===== src/rtl/cs_i2s_tx_serializer.sv =====
// Philips I2S transmitter for the Cirrus DAC: 64 SCLK per frame, MCLK/LRCK = 256,
// one buffered stereo pair, silence plus underflow count when the buffer is empty.
module cs_i2s_tx_serializer #(
    parameter int unsigned AUDIO_WIDTH_P = 24
) (
    input  logic                     clk,
    input  logic                     rst_n,
    input  logic                     enable,
    input  logic [AUDIO_WIDTH_P-1:0] x_left,
    input  logic [AUDIO_WIDTH_P-1:0] x_right,
    input  logic                     x_valid,
    output logic                     x_ready,
    output logic                     cs_tx_sclk,
    output logic                     cs_tx_lrck,
    output logic                     cs_tx_sdout,
    output logic                     frame_start,
    output logic [15:0]              underflow_cnt,
    input  logic                     underflow_clr
);

    localparam int unsigned CNT_W  = 8;
    localparam int unsigned SLOT_W = 5;
    localparam int unsigned UCNT_W = 16;

    logic [CNT_W-1:0]         cnt;
    logic [AUDIO_WIDTH_P-1:0] hold_left;
    logic [AUDIO_WIDTH_P-1:0] hold_right;
    logic [AUDIO_WIDTH_P-1:0] shift_left;
    logic [AUDIO_WIDTH_P-1:0] shift_right;

    logic                     load;
    logic                     accept;
    logic [SLOT_W-1:0]        slot;
    logic [SLOT_W-1:0]        bit_idx;
    logic [AUDIO_WIDTH_P-1:0] word;
    logic                     sel_bit;
    logic                     in_data;
    logic                     sdout_n;

    // Frame timing decode and serial bit select for the current count.
    always_comb begin
        load    = enable && (cnt == '0);
        accept  = x_valid && x_ready;
        slot    = cnt[6:2];
        bit_idx = SLOT_W'(AUDIO_WIDTH_P) - slot;
        word    = cnt[7] ? shift_right : shift_left;
        sel_bit = 1'b0;
        for (int unsigned i = 0; i < AUDIO_WIDTH_P; i++) begin
            if (bit_idx == SLOT_W'(i)) begin
                sel_bit = word[i];
            end
        end
        // Slot 0 is the I2S one-bit delay; slots past the sample width pad with zero.
        in_data = (slot != '0) && (slot <= SLOT_W'(AUDIO_WIDTH_P));
        sdout_n = in_data && sel_bit;
    end

    // Frame counter; held at zero while disabled so a restart begins a full left half.
    always_ff @(posedge clk or negedge rst_n) begin
        if (!rst_n) begin
            cnt <= '0;
        end else if (!enable) begin
            cnt <= '0;
        end else begin
            cnt <= cnt + CNT_W'(1);
        end
    end

    // One-pair holding register; the frame load frees it, a handshake fills it.
    always_ff @(posedge clk or negedge rst_n) begin
        if (!rst_n) begin
            hold_left  <= '0;
            hold_right <= '0;
            x_ready    <= 1'b1;
        end else begin
            if (accept) begin
                hold_left  <= x_left;
                hold_right <= x_right;
            end
            if (load && !x_ready) begin
                x_ready <= 1'b1;
            end else if (accept) begin
                x_ready <= 1'b0;
            end
        end
    end

    // Shift words: loaded at frame start, discarded when the serializer is stopped.
    always_ff @(posedge clk or negedge rst_n) begin
        if (!rst_n) begin
            shift_left  <= '0;
            shift_right <= '0;
        end else if (!enable) begin
            shift_left  <= '0;
            shift_right <= '0;
        end else if (load) begin
            shift_left  <= x_ready ? '0 : hold_left;
            shift_right <= x_ready ? '0 : hold_right;
        end
    end

    // Saturating underflow counter; clear wins over a same-cycle increment.
    always_ff @(posedge clk or negedge rst_n) begin
        if (!rst_n) begin
            underflow_cnt <= '0;
        end else if (underflow_clr) begin
            underflow_cnt <= '0;
        end else if (load && x_ready && (underflow_cnt != {UCNT_W{1'b1}})) begin
            underflow_cnt <= underflow_cnt + UCNT_W'(1);
        end
    end

    // Output stage: uniform one-clk lag, forced low while disabled.
    always_ff @(posedge clk or negedge rst_n) begin
        if (!rst_n) begin
            cs_tx_sclk  <= 1'b0;
            cs_tx_lrck  <= 1'b0;
            cs_tx_sdout <= 1'b0;
            frame_start <= 1'b0;
        end else begin
            cs_tx_sclk  <= enable && cnt[1];
            cs_tx_lrck  <= enable && cnt[7];
            cs_tx_sdout <= enable && sdout_n;
            frame_start <= load;
        end
    end

endmodule


===== config.mk =====
export PLATFORM = sky130hd
export DESIGN_NAME = cs_i2s_tx_serializer
export DESIGN_NICKNAME = d
export VERILOG_FILES = /design/src/rtl/cs_i2s_tx_serializer.sv
export SDC_FILE = /design/constraint.sdc
export NUM_CORES = 1
export LEC_CHECK = 0
export ABC_CLOCK_PERIOD_IN_PS = 1900
export CAP_MARGIN = 20
export CORE_UTILIZATION = 49
export DETAILED_ROUTE_END_ITERATION = 16
export MAX_ROUTING_LAYER = met4
export PLACE_DENSITY = 0.75
export SYNTH_ARGS = -nofsm -noshare
export SYNTH_HDL_FRONTEND = slang
export SYNTH_SLANG_ARGS = --single-unit

===== constraint.sdc =====
create_clock -name clk -period 1.9 [get_ports clk]
set_clock_uncertainty 0.05 [all_clocks]
set_input_delay 0.19 -clock clk [delete_from_list [all_inputs] [get_ports clk]]
set_output_delay 0.19 -clock clk [all_outputs]
set_load 0.1 [all_outputs]

Word level (Yosys, flattened, before mapping) --
Cells that the tools add are included.
Word-level totals: register bits 125, output and inout bits 21
Operators by class: add/subtract/negate cells 3, magnitude comparators 1, equality and inequality tests 25, multiplexer cells 36, reductions and logical operators 16
Operators with widths (count):
- $mux 24 | 7
- $eq 5x4->1 const B | 8
- $eq 5x5->1 const B | 8
- $mux 16 | 2
- $mux 1 | 26
- $eq 5x3->1 const B | 4
- $add 16x1->16 const B | 1
- $ne 16x16->1 const B | 1
- $eq 5x2->1 const B | 2
- $logic_and 1x1->1 | 10
- $add 8x1->8 const B | 1
- $logic_not 8->1 | 1
- $mux 8 | 1
- $eq 5x1->1 const B | 1
- $le 5x5->1 const B | 1
- $logic_not 5->1 | 1
- $reduce_bool 5->1 | 1
- $sub 5x5->5 const A | 1
- $reduce_bool 2->1 | 2
- $ne 2x1->1 const B | 1
- $logic_not 1->1 | 1

Depth between registers and ports, before layout --
word-level depth 28, depth in mapped cells 8, depth with buffers taken out 8

Worst setup path before layout --
OpenSTA, ideal clock, no wires.
kind register -> register, start register underflow_cnt[7], end register underflow_cnt[15], arrival 2321 ps, setup slack -548 ps, cell stages (with the launch flop) 8, buffers on the path 1, cells stage by stage dfrtp_1 > and4_1 > buf_2 > and4_4 > a31oi_4 > nand3_4 > or3_1 > a21oi_1
On the way: cells in the longest elaborated chain, start to end 3, elaborated cells between the ends (all ways) 6
Ends and longest elaborated chain:
- from (decl) | line 17 | output logic [15:0] underflow_cnt,
- from (signal assigned) | line 109 | underflow_cnt <= underflow_cnt + UCNT_W'(1);
- $add 16x1->16 / $ne 16x16->1 (equally long branches) | line 109, 108
- $mux 16 / $logic_and 1x1->1 (equally long branches) | line 108 | end else if (load && x_ready && (underflow_cnt != {UCNT_W{1'b1}})) begin
- $mux 16 / $reduce_bool 2->1 (equally long branches)
Several ways; a longest one is shown, not always the timed one. The select of a mux whose other input is x is not followed. A chain may end at the register's enable or synchronous reset.

Final worst setup path --
start register cnt[7], end register underflow_cnt[15]
On the way: cells in the longest elaborated chain, start to end 5
Ends and longest elaborated chain:
- from (decl) | line 25 | logic [CNT_W-1:0] cnt;
- from (signal assigned) | line 65 | cnt <= cnt + CNT_W'(1);
- $logic_not 8->1 | line 42 | load = enable && (cnt == '0);
- $logic_and 1x1->1 | line 42
- $logic_and 1x1->1 (2 in a row) | line 108
- $reduce_bool 2->1 (no line)
Every way passes these cells.

==> impl_metrics.ini <==
[status]
outcome = complete, but fails checks
failed_checks = setup timing

[drt]
wl_per_cell_um = 18.0
detail_route.vias_per_cell = 5.56
route.antenna.remaining_nets = 0
drt_wl_total_mm = 12.4
detailedRoute.firstPassIterationCount = 4
routed-via-count = 3845
drt-initial-drc-count = 213
remaining_drc_errors = 0

[place]
detailed_place_hpwl_mm = 7.78
io_buffer_count = 73
globalplace.congestion = 0.849

[grt]
globalRouteTotalUtil_pct = 23.0
antenna_found_initial = 0
pin_count_of_the_biggest_net_entering_global_routing = 50
grt_pass1_vias = 3988
grt_pass1_wl_mm = 19.6
grt_remaining_overflow = 0

[layout]
layout.nets = 595
final_common_cell = sky130_fd_sc_hd__dfrtp_1
drive_above_1_share_pct = 36.2
antenna-diode-count = 0
mostFrequentLayoutCells = sky130_fd_sc_hd__dfrtp_1, sky130_fd_sc_hd__mux2_2, sky130_fd_sc_hd__buf_4
area_growth_pct = 37.0

[worst_setup_path]
r2r-end = underflow_cnt[15]
worst-endpoint-required_ns = 2.29
timing.critical_path.from_type = flip-flop
end_kind = flip-flop
ff2ff_path_depth = 7
regToRegSetupSlack_ns = -0.12
worstPathMaxFanout = 7
worst_setup_path_start = cnt[7]
criticalPathCategory = flip-flop to flip-flop
reg_to_reg_critical_path_startpoint = cnt[7]
worstPathArrival_ns = 2.41

[flow_run]
cap_violations = 0

[timing]
fin_crit_ns = 2.02
timing.final.crit_share_pct = 106
rsz0062_at_grt = true
maxClockFrequency_ghz = 0.496
timing.final.ws_setup_ns = -0.117
slew_headroom_pct = 60.3
final-max-slew-violation-count = 0
tightest_slew_ns = 0.594
final-hold-violation-count = 0
tns_setup_ns = -1.69
finalSetupViolations = 37

[cts]
clock_root_buffer = sky130_fd_sc_hd__clkbuf_8
cts_tree = yes
clk_path_buf_depth = 2
tritoncts_num_sinks = 125
clock_insertion_delay_at_the_later_pin_of_the_skew_report_ns = 0.53
htree_num_levels = 4
clk_transition_reported_paths_ns = 0.06
cts-buffers-inserted = 17

[power]
share_seq_of_total_power_pct = 45.1
pwr_density_cell_nw_per_um2 = 1050
cellInternalPower_mw = 5.80
switching_share_pct = 26.0
irDropWorstVdd_mv = 0.701
clock_power_share_pct = 39.2
combPwrFrac_pct = 15.7
fin_total_pwr_mw = 7.85
p_sw_mw = 2.04
power.leakage_nw = 3.29

[synth]
yosys_register_bits = 125
cell_area_after_technology_mapping_um2 = 5470
syn-num-nets = 480
edff_count_synth = 0
yosysSeqAreaShare_pct = 57.2
syn_area_per_cell_um2 = 12.9
async_reset_ff_share_pct = 100
yosysWarningCount = 0
synth_cells = 424
leading_register_cell_type_out_of_synthesis = sky130_fd_sc_hd__dfrtp_1
synth.lib_cells_used.distinct = 54

[floorplan]
placeableCoreArea_um2 = 10800
initial_core_util_pct = 50.5
standard_cell_row_count = 38
design.die.area_um2 = 11600
die_width_um = 108
die-height_um = 108
floorplan.io_pins = 74

[worst_hold_path]
worstHoldPathType = primary input to asynchronous set/reset pin
-- power by group through the flow --
stage	clock (mW)	sequential, mW	combinational, mW
after floorplan	0	3.51	0.688
after detailed placement	0	3.57	1.13
after CTS	3.13	3.53	1.14
after global routing	3.25	3.60	1.34
final	3.07	3.54	1.24
after global placement	0	3.56	1.09
-- routing by layer --
metal	wire (um)	global-route usage [%]	up-vias
met3	537	5.99	16
met5	0	-	-
li1	-	-	1799
met4	173	8.02	0
met1	5570	29.0	1924
met2	6150	35.9	106
-- repair_timing --
action / 4_1_cts / 5_1_grt
gates cloned: 0 / 6
hold endpoints to repair: 37 / 0
buffers inserted: 5 / 5
gates resized for setup: 5 / 20
hold buffers: 1 / 0
endpoints found under the setup margin: 42 / 65
pin swaps: 2 / 14
-- sequential cells by signal, indices dropped and copies added (netlist names) --
signal,cells
hold_left,24
hold_right,24
shift_left,24
shift_right,24
underflow_cnt,16
cnt,8
cs_tx_lrck,1
cs_tx_sclk,1
cs_tx_sdout,1
frame_start,1
x_ready,1
-- per-stage QoR --
step	instance area (um2)	hold WS (ns)	worst slack, ns	instances	util (%)
final	7500	0.142	-0.117	692	69.2
after global routing	7500	0.185	-0.258	692	69.2
after CTS	7260	0.142	-0.0920	681	67.0
after detailed placement	6630	0.161	-0.129	643	61.1
after global placement	6630	0.153	-0.0818	643	61.1
after floorplan	5520	-0.156	-0.260	424	-
-- worst max-delay path: stages (launching register included) --
cell	delay [ns]
sky130_fd_sc_hd__dfrtp_2	0.47
sky130_fd_sc_hd__buf_12	0.15
sky130_fd_sc_hd__nor4b_4	0.24
sky130_fd_sc_hd__nand4_2	0.20
sky130_fd_sc_hd__a31oi_4	0.23
sky130_fd_sc_hd__nand3_4	0.12
sky130_fd_sc_hd__or3_4	0.35
sky130_fd_sc_hd__a21oi_2	0.12
-- cells in the mapped netlist, types with 2 or more instances --
cell / instances / area (um2)
sky130_fd_sc_hd__a2111oi_0: 5 / 43.8
sky130_fd_sc_hd__a211oi_1: 2 / 15.0
sky130_fd_sc_hd__a21oi_1: 9 / 45.0
sky130_fd_sc_hd__a22o_1: 48 / 420
sky130_fd_sc_hd__and2_1: 3 / 18.8
sky130_fd_sc_hd__and3_1: 5 / 31.3
sky130_fd_sc_hd__and4_1: 2 / 17.5
sky130_fd_sc_hd__buf_1: 8 / 30.0
sky130_fd_sc_hd__buf_2: 7 / 35.0
sky130_fd_sc_hd__buf_6: 2 / 22.5
sky130_fd_sc_hd__clkbuf_1: 12 / 45.0
sky130_fd_sc_hd__dfrtp_1: 124 / 3100
sky130_fd_sc_hd__ha_1: 3 / 37.5
sky130_fd_sc_hd__inv_1: 3 / 11.3
sky130_fd_sc_hd__mux2_2: 54 / 608
sky130_fd_sc_hd__mux2i_1: 15 / 150
sky130_fd_sc_hd__nand2_1: 14 / 52.6
sky130_fd_sc_hd__nand2b_1: 6 / 37.5
sky130_fd_sc_hd__nand3_1: 8 / 40.0
sky130_fd_sc_hd__nand3b_1: 2 / 15.0
sky130_fd_sc_hd__nand4_1: 8 / 50.1
sky130_fd_sc_hd__nor2_1: 26 / 97.6
sky130_fd_sc_hd__nor2b_1: 4 / 25.0
sky130_fd_sc_hd__o211ai_1: 2 / 15.0
sky130_fd_sc_hd__o21ai_0: 5 / 25.0
sky130_fd_sc_hd__or3_1: 3 / 18.8
sky130_fd_sc_hd__xnor2_1: 2 / 17.5
sky130_fd_sc_hd__xor2_1: 16 / 140
-- how the worst max path moves through the flow --
stage                             end  slack [ns]
detailed placement  underflow_cnt[15]       -0.13
CTS                 underflow_cnt[15]       -0.09
finish              underflow_cnt[15]       -0.12
floorplan            underflow_cnt[9]       -0.26
global placement     underflow_cnt[9]       -0.08
global route        underflow_cnt[10]       -0.26
-- kinds of logic after synthesis --
logic type	count (synthesis)	synth area share (%)
buf+inv	34	2.83
fa+ha+maj	3	0.686
compound gates	84	12.4
simple gates	89	9.26
flops	125	57.2
mux	71	14.7
xor+xnor	18	2.88
-- cell type report --
class | instances | area (um2)
Timing Repair Buffer | 126 | 1270
Inverter | 4 | 15.0
Multi-Input combinational cell | 265 | 2280
Sequential cell | 125 | 3170
Clock buffer | 21 | 469
Tap cell | 140 | 175
Clock inverter | 11 | 106
Fill cell | 776 | 3340
No activity file was read; power rests on OpenSTA's default activity.
